--- src/rtl/decode_stage_pipelined.sv ---
// Instruction-decode pipeline stage: classifies raw words into formats a/b/c,
// extracts fields and the extended immediate, and buffers results in a 2-entry skid buffer.
module decode_stage_pipelined #(
   parameter int              DATA_W   = 32,
   parameter int              REG_W    = 5,
   parameter int              OP_W     = 6,
   parameter logic [OP_W-1:0] IMM_OP0  = 6'h22,
   parameter logic [OP_W-1:0] IMM_OP1  = 6'h23,
   parameter logic [OP_W-1:0] RSV_LO   = 6'h30,
   parameter logic [OP_W-1:0] RSV_HI   = 6'h3E,
   parameter int              SIGN_EXT = 1,
   parameter int              CNT_W    = 16
) (
   input  logic                           clk,
   input  logic                           rst_n,
   input  logic                           flush,
   input  logic                           in_valid,
   output logic                           in_ready,
   input  logic [DATA_W-1:0]              in_instr,
   output logic                           out_valid,
   input  logic                           out_ready,
   output logic [1:0]                     out_format,
   output logic [REG_W-1:0]               out_rs1,
   output logic [REG_W-1:0]               out_rs2,
   output logic [REG_W-1:0]               out_rd,
   output logic [OP_W-1:0]                out_opcode,
   output logic [DATA_W-3*REG_W-OP_W-1:0] out_funct,
   output logic [DATA_W-1:0]              out_imm,
   output logic                           out_nop,
   output logic                           out_ifnr,
   output logic [CNT_W-1:0]               retired_cnt
);

   localparam int FN_W   = DATA_W - 3*REG_W - OP_W;
   localparam int IMMB_W = DATA_W - 2*REG_W - OP_W;
   localparam int IMMC_W = DATA_W - OP_W;

   typedef struct packed {
      logic [1:0]        fmt;
      logic [REG_W-1:0]  rs1;
      logic [REG_W-1:0]  rs2;
      logic [REG_W-1:0]  rd;
      logic [OP_W-1:0]   op;
      logic [FN_W-1:0]   fn;
      logic [DATA_W-1:0] imm;
      logic              nop;
      logic              ifnr;
   } ent_t;

   function automatic logic [DATA_W-1:0] ext_b(input logic [IMMB_W-1:0] f);
      logic signed [DATA_W-1:0] v;
      if (SIGN_EXT != 0) v = DATA_W'($signed(f));
      else               v = DATA_W'(f);
      return v;
   endfunction

   function automatic logic [DATA_W-1:0] ext_c(input logic [IMMC_W-1:0] f);
      logic signed [DATA_W-1:0] v;
      if (SIGN_EXT != 0) v = DATA_W'($signed(f));
      else               v = DATA_W'(f);
      return v;
   endfunction

   logic [OP_W-1:0]  w_op;
   ent_t             w_dec;
   logic             w_push;
   logic             w_pop;
   ent_t             r_ent0;
   ent_t             r_ent1;
   logic [1:0]       r_cnt;
   logic [CNT_W-1:0] r_ret;

   assign w_op = in_instr[OP_W-1:0];

   always_comb begin
      w_dec      = '0;
      w_dec.op   = w_op;
      w_dec.nop  = &w_op;
      // An all-ones opcode is a NOP even if it falls inside the reserved range.
      w_dec.ifnr = (w_op >= RSV_LO) && (w_op <= RSV_HI) && !(&w_op);
      if (w_op == '0) begin
         w_dec.fmt = 2'd0;
         w_dec.rs1 = in_instr[DATA_W-1 -: REG_W];
         w_dec.rs2 = in_instr[DATA_W-REG_W-1 -: REG_W];
         w_dec.rd  = in_instr[DATA_W-2*REG_W-1 -: REG_W];
         w_dec.fn  = in_instr[DATA_W-3*REG_W-1:OP_W];
      end else if ((w_op == IMM_OP0) || (w_op == IMM_OP1)) begin
         w_dec.fmt = 2'd1;
         w_dec.rs1 = in_instr[DATA_W-1 -: REG_W];
         w_dec.rd  = in_instr[DATA_W-REG_W-1 -: REG_W];
         w_dec.imm = ext_b(in_instr[DATA_W-2*REG_W-1:OP_W]);
      end else begin
         w_dec.fmt = 2'd2;
         w_dec.imm = ext_c(in_instr[DATA_W-1:OP_W]);
      end
   end

   assign in_ready  = (r_cnt != 2'd2);
   assign out_valid = (r_cnt != 2'd0);
   assign w_push    = in_valid && in_ready;
   assign w_pop     = out_valid && out_ready;

   // Buffer stage: entry 0 is always the head, entry 1 is the skid slot.
   always_ff @(posedge clk or negedge rst_n) begin
      if (!rst_n) begin
         r_cnt  <= 2'd0;
         r_ent0 <= '0;
         r_ent1 <= '0;
         r_ret  <= '0;
      end else begin
         if (w_pop && !r_ent0.nop && !flush) r_ret <= r_ret + CNT_W'(1);
         if (flush) begin
            r_cnt <= 2'd0;
         end else begin
            case (r_cnt)
               2'd0: begin
                  if (w_push) begin
                     r_ent0 <= w_dec;
                     r_cnt  <= 2'd1;
                  end
               end
               2'd1: begin
                  case ({w_push, w_pop})
                     2'b11: r_ent0 <= w_dec;
                     2'b10: begin
                        r_ent1 <= w_dec;
                        r_cnt  <= 2'd2;
                     end
                     2'b01: r_cnt <= 2'd0;
                     default: ;
                  endcase
               end
               default: begin
                  if (w_pop) begin
                     r_ent0 <= r_ent1;
                     r_cnt  <= 2'd1;
                  end
               end
            endcase
         end
      end
   end

   assign out_format  = r_ent0.fmt;
   assign out_rs1     = r_ent0.rs1;
   assign out_rs2     = r_ent0.rs2;
   assign out_rd      = r_ent0.rd;
   assign out_opcode  = r_ent0.op;
   assign out_funct   = r_ent0.fn;
   assign out_imm     = r_ent0.imm;
   assign out_nop     = r_ent0.nop;
   assign out_ifnr    = r_ent0.ifnr;
   assign retired_cnt = r_ret;

endmodule
--- config.mk ---
export PLATFORM = sky130hd
export DESIGN_NAME = decode_stage_pipelined
export DESIGN_NICKNAME = d
export VERILOG_FILES = /design/src/rtl/decode_stage_pipelined.sv
export SDC_FILE = /design/constraint.sdc
export NUM_CORES = 1
export LEC_CHECK = 0
export BUFFER_PORTS_ARGS = -buffer_cell sky130_fd_sc_hd__buf_2
export CORE_ASPECT_RATIO = 0.8
export CORE_MARGIN = 4
export CORE_UTILIZATION = 45
export CTS_CLUSTER_DIAMETER = 50
export DETAILED_ROUTE_END_ITERATION = 10
export GPL_TIMING_DRIVEN = 0
export HOLD_SLACK_MARGIN = 0.05
export PLACE_DENSITY = 0.63
export SYNTH_ARGS = -nofsm -noshare
export SYNTH_HDL_FRONTEND = slang
export SYNTH_SLANG_ARGS = --single-unit
--- constraint.sdc ---
create_clock -name clk -period 2.8 [get_ports clk]
set_input_delay 0.84 -clock clk [delete_from_list [all_inputs] [get_ports clk]]
set_output_delay 0.84 -clock clk [all_outputs]
set_load 0.03 [all_outputs]
Word-level counts from Yosys, hierarchy flattened:

Index checks and enable logic that the tools add are counted.

* equality and inequality tests: 11
* $lt $le $gt $ge: 2
* bitwise operators: 1
* mux-type cells: 18
* add/subtract/negate cells: 1
* reduce and logical (&&, ||, !) cells: 19

Operator list (count)
* 68-bit 2-to-1 mux: 3
* 68-bit one-hot mux with 2 select lines: 1
* 32-bit 2-to-1 mux: 2
* 5-bit 2-to-1 mux: 4
* 16-bit by 1-bit adder with 16-bit output, second input constant: 1
* 6-bit equality test, second input constant: 2
* 11-bit 2-to-1 mux: 1
* 2-bit 2-to-1 mux: 4
* 2-bit one-hot mux with 2 select lines: 2
* 7-bit 2-to-1 mux: 1
* 6-bit >= comparator, second input constant: 1
* 6-bit less-or-equal comparator, second input constant: 1
* 1-bit logical AND: 6
* 6-bit logical NOT: 1
* 3-bit AND reduction: 2
* 6-bit AND reduction: 1
* 2-bit by 1-bit equality test with 1-bit output, second input constant: 2
* 2-bit equality test, second input constant: 2
* 2-bit != test, second input constant: 2
* 4-bit by 2-bit != test with 1-bit output, second input constant: 1
* 4-bit AND reduction: 1
* 4-bit nonzero test: 1
* 1-bit logical NOT: 3
* 3-bit != test, second input constant: 1
* 6 further kinds: 6

* flip-flop bits (word level): 154
* output and inout bits: 86
* input bits: 37

Logic depth before layout (Yosys ltp):

Gate-level depths: netlist of the first run.

* word-level depth: 6
* depth in mapped cells: 12

Worst setup path before layout of the first run:

OpenSTA, ideal clock, no wires.

* path kind: reg-to-reg
* from: register r_cnt[1]
* to: register r_ent0 (netlist bit out_funct[0])
* stages on the path, launching flop included: 13
* arrival: 2434 ps
* setup slack: 289 ps
* required time: 2723 ps
* cells stage by stage: dfrtp_1 clkbuf_1 buf_2 nand2b_1 nand2_1 inv_1 ha_1 mux2_2 o211ai_1 buf_2 buf_2 a21oi_1 a21oi_1

* longest elaborated chain between the ends: 5
* elaborated cells on any way between the ends: 12
* classes of those cells: eq/ne: 5; mux: 1; reduce/logical: 6

Ends and longest elaborated chain
* start, declared: RTL line 70 `logic [1:0] r_cnt;`
* start signal, assigned: RTL line 106 `r_cnt <= 2'd0;`
* start signal, assigned: RTL line 113 `r_cnt <= 2'd0;`
* start signal, assigned: RTL line 119 `r_cnt <= 2'd1;`
* 2-bit != test *: RTL line 98 `assign in_ready = (r_cnt != 2'd2);`
* via in_ready: RTL line 18 `output logic in_ready,`
* 1-bit logical AND *: RTL line 100 `assign w_push = in_valid && in_ready;`
* 2-bit equality test: RTL line 123 `case ({w_push, w_pop})`
* 2-bit by 1-bit != test with 1-bit output (no source line)
* 4-bit AND reduction (no source line) *
* end signal, assigned: RTL line 118 `r_ent0 <= w_dec;`
* end signal, assigned: RTL line 124 `2'b11: r_ent0 <= w_dec;`
* end signal, assigned: RTL line 135 `r_ent0 <= r_ent1;`
* end, declared: RTL line 68 `ent_t r_ent0;`

The timed path passes the listed nets; every way through them passes the cells marked *.
A chain may end at the register's enable or synchronous reset.

Worst setup path in the final report of the first run:

* from: register r_cnt[1]
* to: register r_ent0 (netlist bit out_imm[21])

* longest elaborated chain between the ends: 5
* elaborated cells on any way between the ends: 12
* classes of those cells: eq/ne: 5; mux: 1; reduce/logical: 6

Ends and longest elaborated chain (RTL line)
* 2-bit != test or 2-bit nonzero test (tied branches): 98, 99
* 1-bit logical AND (on tied branches): 100, 101
* 2-bit equality test: 123
* 2-bit by 1-bit != test with 1-bit output (no source line)
* 4-bit AND reduction (no source line)

Several ways; a longest one is shown, not always the timed one.

==> run_results.csv, run 1 <==
group,metric,value,unit
status,status,"finished, final reports clean",
synthesis,syn_inst,647,
synthesis,ys_warn_count,0,
sta,min_period_over_period,92.71,%
die,rows,38,
route,detail_route.vias_per_cell,5.573,
die,die_area,16160,sq um
synthesis,yosys-top-cells-area,"dfrtp_1, nand2_1, a21oi_1, o21ai_0, nand3b_1",
synthesis,synth_cell_types,43,
route,drt-met1-wl,8577,um
clock_tree,htreeDepth,4,
placement,placed_area,7248,sq um
synthesis,synth.avg_cell_area,9.859,sq um
die,start_util,46.42,%
cells_and_area,num_antenna_cells,0,
setup_path,critPathRequiredTime,3.16,ns
sta,fmax,385.2,MHz
setup_path,criticalPathCategory,"flip-flop to flip-flop",
clock_tree,clockBufferDepth,2,
synthesis,synth_most_common_cell,"dfrtp_1",
clock_tree,clock-sinks,142,
sta,slew_viol_final,0,
cells_and_area,fillCellCount,1218,
hold_path,min_path_type,"primary input to asynchronous set/reset pin",
power,power,6.756,mW
sta,rsz0062_at_grt,"no",
sta,fin_setup_tns,0,ns
power,powerDensity,861.5,nW/um^2
route,drt-total-wl,18650,um
route,top_layer_used,"met4",
die,die_x,141.1,um
route,vias,5484,
grt,track_usage,23.79,%
die,io_pins,123,
setup_path,start_kind,"flip-flop",
setup_path,worstPathArrival,2.96,ns
synthesis,yosysTopAreaCellShare,55.71,%
placement,port_buffers,122,
route,wl_met3,1280,um
route,wire_per_inst,18.96,um
power,p_leak,3.774,nW
synthesis,synth_edf_count,0,
route,drt_iter0_markers,486,
sta,setup_violations,0,
die,coreArea,13740,sq um
sta,relSlewSlack,42.69,%
clock_tree,ctsHoldBuffers,0,
run,maxCapViolations,0,
cells_and_area,finalNetCount,832,
route,post-route-drc-count,0,
placement,post-place-cells,950,
synthesis,ys_ff_latch,142,
clock_tree,path_clk_slew,0.06,ns
clock_tree,cts_tree,"done",
grt,overflow,0,
die,die_y,114.5,um
synthesis,syn_nets,688,
sta,final.setup_skew,0.006288,ns
grt,grt_max_degree,94,
cells_and_area,final_core_util,57.08,%
synthesis,synth_seq_area_share,55.71,%
power,ir_drop,0.0005032,V
route,ant_nets,0,
route,wl_met2,8429,um
synthesis,synthArstFlopShare,100.0,%
cells_and_area,areaGrowthSynthToFinish,22.95,%
placement,gp_congestion,0.8581,
grt,grt_pass1_vias,5517,
clock_tree,clk_latency,0.43,ns
synthesis,synth_top_area_cell,"dfrtp_1",
cells_and_area,stdcell_area,7843,sq um
route,firstDrtPassIters,5,
cells_and_area,drive_above_1_share,25.50,%
synthesis,yosys_most_used_dff,"dfrtp_1",
sta,hold_viol_final,0,
cells_and_area,final_cells,984,
placement,dpl.hpwl,13000,um
clock_tree,root_buffer,"clkbuf_16",
setup_path,endpoint_kind,"flip-flop",
grt,grt_first_pass_wirelength,29680,um
setup_path,cp_max_fo,10,
grt,grt_antenna_before_repair,0,
sta,min_period,2.596,ns
synthesis,netlist_area,6379,sq um
sta,worst_pin_slew,0.8565,ns
clock_tree,cts_made_buffers,17,
synthesis,synth_common_cells,"dfrtp_1, nand2_1, a21oi_1, o21ai_0, nor2_1",
## kinds of logic (layout without fill, tap and decap cells)
kind of cell / after synthesis / in the layout / synth area share [%]
buffers and inverters: 59 / 216 / 4.296
muxes: 15 / 15 / 2.511
and+or+nand+nor: 238 / 238 / 18.09
adders and majority gates: 4 / 4 / 0.7847
xor gates and xnor gates: 15 / 15 / 2.060
AOI/OAI and AO/OA: 174 / 174 / 16.56
DFF: 142 / 142 / 55.71
## registers in the layout, indices dropped and copies added (netlist names)
signal       cells
out_ifnr         1
out_rd           5
out_opcode       6
r_cnt            2
r_ent1          62
retired_cnt     16
out_rs1          5
out_rs2          5
out_format       2
out_nop          1
out_imm         26
out_funct       11
## timing repair
action | CTS | global route
setup buffers | 0 | 3
pin swaps | 0 | 1
setup endpoints to repair | 42 | 79
gates resized for setup | 4 | 12
## stage by stage
| stage | setup WS [ns] | hold WS (ns) |
|---|---|---|
| 6_report | 0.2040 | 0.3514 |
| 5_1_grt | 0.02783 | 0.3797 |
| 4_1_cts | 0.0001048 | 0.3519 |
| 3_5_place_dp | -0.1906 | 0.4605 |
| 3_3_place_gp | -1.105 | 0.4524 |
| 2_1_floorplan | 0.2889 | 0.4489 |
## cell type report
cell class / instances / area, sq um / area share [%]
Clock buffer: 25 / 495.5 / 6.318
Timing Repair Buffer: 126 / 666.9 / 8.504
Tap cell: 180 / 225.2 / 2.872
Inverter: 6 / 22.52 / 0.2872
Sequential cell: 142 / 3553 / 45.31
Buffer: 52 / 267.8 / 3.414
Clock inverter: 7 / 60.06 / 0.7658
Multi-Input combinational cell: 446 / 2551 / 32.53
## worst paths after layout
kind / slack (ns) / from / to / cells after the start
setup / recovery: 0.20 / r_cnt[1]$_DFFE_PN0P_ / out_imm[21]$_DFFE_PN0P_ / 10
hold / removal: 0.35 / rst_n / retired_cnt[7]$_DFFE_PN0P_ / 1
setup reg to reg: 0.20 / r_cnt[1]$_DFFE_PN0P_ / out_imm[21]$_DFFE_PN0P_ / 10
hold reg to reg: 0.47 / retired_cnt[15]$_DFFE_PN0P_ / retired_cnt[15]$_DFFE_PN0P_ / 1
max in group asynchronous: 1.62 / rst_n / r_ent1[34]$_DFFE_PN0P_ / 2
min in group clk: 0.47 / retired_cnt[15]$_DFFE_PN0P_ / retired_cnt[15]$_DFFE_PN0P_ / 1
## power breakdown
group          leakage, nW  switching [mW]  total [mW]  internal (mW)
registers             1.80           0.289        2.80           2.52
logic                 1.69            1.19        1.81          0.617
clock network        0.281           0.841        2.15           1.30
## worst max-delay path, cell delays in order (launching register included)
cell and delay (ns):
dfrtp_1 0.45, clkbuf_4 0.22, nand2b_1 0.11, nand2_1 0.09, inv_1 0.09, ha_1 0.15
mux2_2 0.16, o211ai_1 0.15, buf_4 0.18, nor3_2 0.63, a221o_1 0.29
## layout by cell type (no fill, tap or decap), drive strengths merged, types with 3 or more instances in the layout
master,netlist,routed
o211ai,12,12
xnor2,8,8
nand3b,33,33
and4,3,3
nor2,42,42
mux2,8,8
nor3,7,7
nand4,6,6
a221o,10,10
clkbuf,31,57
mux2i,7,7
xor2,7,7
buf,22,146
a21o,10,10
or2,4,4
or3,3,3
inv,6,6
o21a,3,3
o21ai,52,52
a22oi,5,5
nand2b,4,4
nand3,15,15
clkinv,0,6
ha,4,4
a22o,10,10
dfrtp,142,142
and3,10,10
nand2,108,108
a21oi,69,69
## metal layers
| layer | GRT usage [%] | up-vias |
|---|---|---|
| li1 | - | 2543 |
| met5 | 0 | - |
| met2 | 35.48 | 197 |
| met4 | 9.490 | 0 |
| met3 | 5.177 | 29 |
| met1 | 33.98 | 2715 |
(Power assumes the default switching activity.)
==> run 2: changes to the inputs <==
BUFFER_PORTS_ARGS = -buffer_cell sky130_fd_sc_hd__buf_4   (was -buffer_cell sky130_fd_sc_hd__buf_2)
PLACE_DENSITY = 0.67   (was 0.63)
==> run_results.csv, run 2 (synthesis gave the netlist of run 1 again) <==
group,metric,value,unit
status,status,"finished, final reports clean",
route,vias,5538,
die,io_pins,123,
placement,dpl.hpwl,13160,um
setup_path,critPathRequiredTime,3.09,ns
sta,slew_viol_final,0,
clock_tree,clockBufferDepth,2,
run,maxCapViolations,0,
grt,overflow,0,
setup_path,start_kind,"flip-flop",
grt,track_usage,23.56,%
sta,setup_violations,0,
sta,final.setup_skew,0.007596,ns
clock_tree,ctsHoldBuffers,0,
power,powerDensity,884.9,nW/um^2
die,coreArea,13740,sq um
route,drt_iter0_markers,484,
power,power,7.260,mW
sta,worst_pin_slew,0.8472,ns
cells_and_area,drive_above_1_share,25.34,%
cells_and_area,layout_commonest_cell,"dfrtp_1",
placement,port_buffers,122,
placement,dp_slack,-0.1278,ns
route,drt-total-wl,18730,um
sta,fin_setup_tns,0,ns
cells_and_area,largest_register,"r_ent1",
clock_tree,clock-sinks,142,
sta,rsz0062_at_grt,"no",
sta,fmax,379.4,MHz
placement,post-place-cells,950,
grt,grt_antenna_before_repair,0,
sta,min_period_over_period,94.13,%
sta,relSlewSlack,43.31,%
cells_and_area,num_antenna_cells,0,
clock_tree,cts_tree,"done",
cells_and_area,areaGrowthSynthToFinish,28.62,%
route,post-route-drc-count,0,
setup_path,endpoint_kind,"flip-flop",
cells_and_area,layout_common_cells,"dfrtp_1, buf_4, nand2_1",
sta,worst_slack,0.1642,ns
route,wire_per_inst,19.09,um
sta,min_period,2.636,ns
power,p_leak,3.858,nW
die,start_util,46.42,%
route,detail_route.vias_per_cell,5.645,
grt,grt_pass1_vias,5588,
setup_path,r2r_cells,9,
setup_path,criticalPathCategory,"flip-flop to flip-flop",
clock_tree,cts_made_buffers,17,
grt,grt_first_pass_wirelength,29780,um
cells_and_area,final_cells,981,
cells_and_area,finalNetCount,830,
clock_tree,path_clk_slew,0.06,ns
clock_tree,root_buffer,"clkbuf_16",
die,die_y,114.5,um
power,ir_drop,0.0005348,V
sta,hold_viol_final,0,
sta,fin_hold_ws,0.3456,ns
placement,gp_congestion,0.8817,
hold_path,min_path_type,"primary input to asynchronous set/reset pin",
route,ant_nets,0,
route,firstDrtPassIters,5,
placement,placed_area,7551,sq um
clock_tree,htreeDepth,4,
die,die_x,141.1,um
setup_path,worstPathArrival,2.93,ns
cells_and_area,final_core_util,59.71,%
die,rows,38,
cells_and_area,stdcell_area,8204,sq um
cells_and_area,largest_reg_flops,62,
grt,grt_max_degree,101,
clock_tree,clk_latency,0.41,ns
setup_path,cp_max_fo,10,
die,die_area,16160,sq um
run 2: changes by cell type in the layout (fill, tap and decap cells not counted), sizes merged:
cell      before  now
bufinv         1    5
clkinvlp       0    3
buf          146  147
inv            6    7
clkinv         6    5
clkbuf        57   46
run 2: path summary, 6_finish.rpt:
check,start,endpoint,slack [ns]
worst max-delay path,r_cnt[1]$_DFFE_PN0P_,out_imm[20]$_DFFE_PN0P_,0.16
worst min-delay path,rst_n,out_imm[24]$_DFFE_PN0P_,0.35
worst max register to register,r_cnt[1]$_DFFE_PN0P_,out_imm[20]$_DFFE_PN0P_,0.16
worst min register to register,retired_cnt[15]$_DFFE_PN0P_,retired_cnt[15]$_DFFE_PN0P_,0.47
max in group asynchronous,rst_n,out_opcode[1]$_DFFE_PN0P_,1.61
min in group clk,retired_cnt[15]$_DFFE_PN0P_,retired_cnt[15]$_DFFE_PN0P_,0.47
run 2: cell type report:
type	count	area (sq um)
buffer	52	254.0
inverter	6	22.52
fill	1162	5537
timing repair buffer	124	954.7
clock inverter	14	217.7
tap	180	225.2
clock buffer	17	425.4
sequential	142	3553
multi-input combinational	446	2551
run 2: repair_timing:
item                       CTS  global route
hold endpoints to repair     0             0
buffers inserted             0             1
gates resized for setup      4             1
pin swaps                    0             1
setup endpoints to repair   20            78
run 2: critical path, stage by stage (launching register included):
cell and delay [ns]:
dfrtp_1 0.45, or2_2 0.32, nand2_1 0.10, inv_1 0.12, ha_1 0.22, mux2_2 0.28, o211a_1 0.26, clkbuf_1 0.24
and3_1 0.26, a221o_1 0.27
run 2: power by group:
part	internal, mW	switching [mW]
combinational	0.781	1.20
sequential	2.51	0.297
clock	1.58	0.890
run 2: layer usage:
metal / global-route usage, % / vias to the layer above / wire (um)
li1: - / 2533 / -
met1: 33.89 / 2749 / 8487
met2: 35.45 / 233 / 8522
met3: 5.762 / 23 / 1484
met4: 7.230 / 0 / 237
met5: 0 / - / 0
==> run 3: changes to the inputs <==
CORE_ASPECT_RATIO = not set   (was 0.8)
REMOVE_ABC_BUFFERS = 1   (was not set)
==> run_results.csv, run 3 (synthesis gave the netlist of run 1 again) <==
group,metric,value,unit
cells_and_area,areaGrowthSynthToFinish,28.83,%
placement,dpl.hpwl,10440,um
die,die_area,16140,sq um
clock_tree,htreeDepth,4,
setup_path,worstPathArrival,2.91,ns
die,io_pins,123,
sta,min_period,2.613,ns
cells_and_area,drive_above_1_share,26.52,%
route,drt-total-wl,16730,um
route,ant_nets,0,
route,post-route-drc-count,0,
clock_tree,clockBufferDepth,2,
power,power,6.897,mW
setup_path,criticalPathCategory,"flip-flop to flip-flop",
clock_tree,clock-sinks,142,
clock_tree,clk_latency,0.42,ns
route,wire_per_inst,17.56,um
grt,grt_max_degree,89,
sta,fin_hold_ws,0.4663,ns
placement,gp_congestion,0.7759,
clock_tree,ctsHoldBuffers,0,
grt,track_usage,21.59,%
cells_and_area,fillCellCount,1186,
die,die_y,127.1,um
placement,port_buffers,122,
power,p_leak,3.836,nW
grt,grt_pass1_vias,5336,
clock_tree,cts_made_buffers,17,
cells_and_area,layout_common_cells,"dfrtp_1, buf_4, nand2_1",
clock_tree,cts_tree,"done",
grt,grt_antenna_before_repair,0,
cells_and_area,largest_register,"r_ent1",
route,firstDrtPassIters,5,
grt,overflow,0,
sta,relSlewSlack,44.72,%
sta,setup_violations,0,
power,powerDensity,839.3,nW/um^2
cells_and_area,largest_reg_flops,62,
grt,grt_first_pass_wirelength,27690,um
power,ir_drop,0.0004779,V
die,die_x,127.1,um
sta,rsz0062_at_grt,"no",
sta,worst_pin_slew,0.8247,ns
die,rows,43,
die,coreArea,13880,sq um
setup_path,rrSetupSlack,0.19,ns
cells_and_area,num_antenna_cells,0,
die,start_util,45.95,%
hold_path,min_path_type,"flip-flop to flip-flop",
sta,fmax,382.8,MHz
cells_and_area,finalNetCount,801,
clock_tree,path_clk_slew,0.06,ns
setup_path,cp_max_fo,17,
sta,slew_viol_final,0,
run,maxCapViolations,0,
cells_and_area,layout_commonest_cell,"dfrtp_1",
setup_path,critPathRequiredTime,3.09,ns
route,drt_iter0_markers,394,
sta,final.setup_skew,0.008965,ns
route,detail_route.vias_per_cell,5.522,
route,vias,5262,
setup_path,endpoint_kind,"flip-flop",
setup_path,start_kind,"flip-flop",
sta,hold_viol_final,0,
sta,min_period_over_period,93.31,%
clock_tree,root_buffer,"clkbuf_16",
status,status,"finished, final reports clean",
-- run 3: cell count changes in the layout (fill, tap and decap cells not counted), sizes merged --
cell,previous run,this run
bufinv,5,1
clkbuf,46,27
clkinvlp,3,1
buf,147,145
bufbuf,0,1
inv,7,6
clkinv,5,4
-- run 3: final timing paths --
check,to,startpoint,cells past startpoint
worst max-delay path,out_imm[30]$_DFFE_PN0P_,r_cnt[1]$_DFFE_PN0P_,11
worst min-delay path,retired_cnt[15]$_DFFE_PN0P_,retired_cnt[15]$_DFFE_PN0P_,1
worst max register to register,out_imm[30]$_DFFE_PN0P_,r_cnt[1]$_DFFE_PN0P_,11
worst min register to register,retired_cnt[15]$_DFFE_PN0P_,retired_cnt[15]$_DFFE_PN0P_,1
max in group asynchronous,out_opcode[5]$_DFFE_PN0P_,rst_n,2
min in group asynchronous,out_imm[5]$_DFFE_PN0P_,rst_n,1
-- run 3: metrics by stage --
step / area [sq um] / cells / setup TNS, ns / util [%] / setup WS [ns]
after floorplan: 6127 / 594 / -315.93 / - / -3.413
after global placement: 7268 / 896 / -580.82 / 52.36 / -6.295
after detailed placement: 7511 / 912 / -37.09 / 54.11 / -0.8175
after CTS: 8169 / 950 / 0 / 58.85 / 0.01246
after global routing: 8218 / 953 / 0 / 59.20 / 0.06730
final: 8218 / 953 / 0 / 59.20 / 0.1875
-- run 3: cell type report --
cell class	instances	area [sq um]	area share [%]
clock inverter	6	57.56	0.7004
timing repair buffer	147	1271	15.47
inverter	6	22.52	0.2741
sequential	142	3557	43.29
clock buffer	26	499.2	6.075
tap	180	225.2	2.741
multi-input combinational	446	2585	31.46
-- run 3: metal layers --
metal	vias up	routed length [um]	part of all wire [%]	GRT usage, %
met3	15	932	5.6	5.142
met2	154	8378	50	36.83
li1	2483	-	-	-
met4	0	225	1.3	6.814
met1	2610	7193	43	27.31
met5	-	0	0	0
-- run 3: critical path, cell delays in order (launching register included) --
cell,delay [ns]
dfrtp_4,0.51
buf_16,0.17
or2_4,0.24
nand2_2,0.08
inv_2,0.06
ha_1,0.20
mux2_2,0.28
o211ai_1,0.22
buf_4,0.18
buf_6,0.13
nor3_4,0.08
a221o_1,0.33
-- run 3: timing repair --
action / 4_1_cts / 5_1_grt
resized for setup: 6 / 3
cloned: 1 / 1
pin swaps: 1 / 1
buffers inserted: 6 / 2
endpoints found under the setup margin: 88 / 28
-- run 3: power breakdown --
part           total (mW)  internal [mW]  leakage (nW)  switching [mW]
logic                1.96          0.795          1.76            1.16
registers            2.81           2.52          1.80           0.292
clock network        2.13           1.31         0.274           0.820
total                6.90           4.62          3.84            2.28
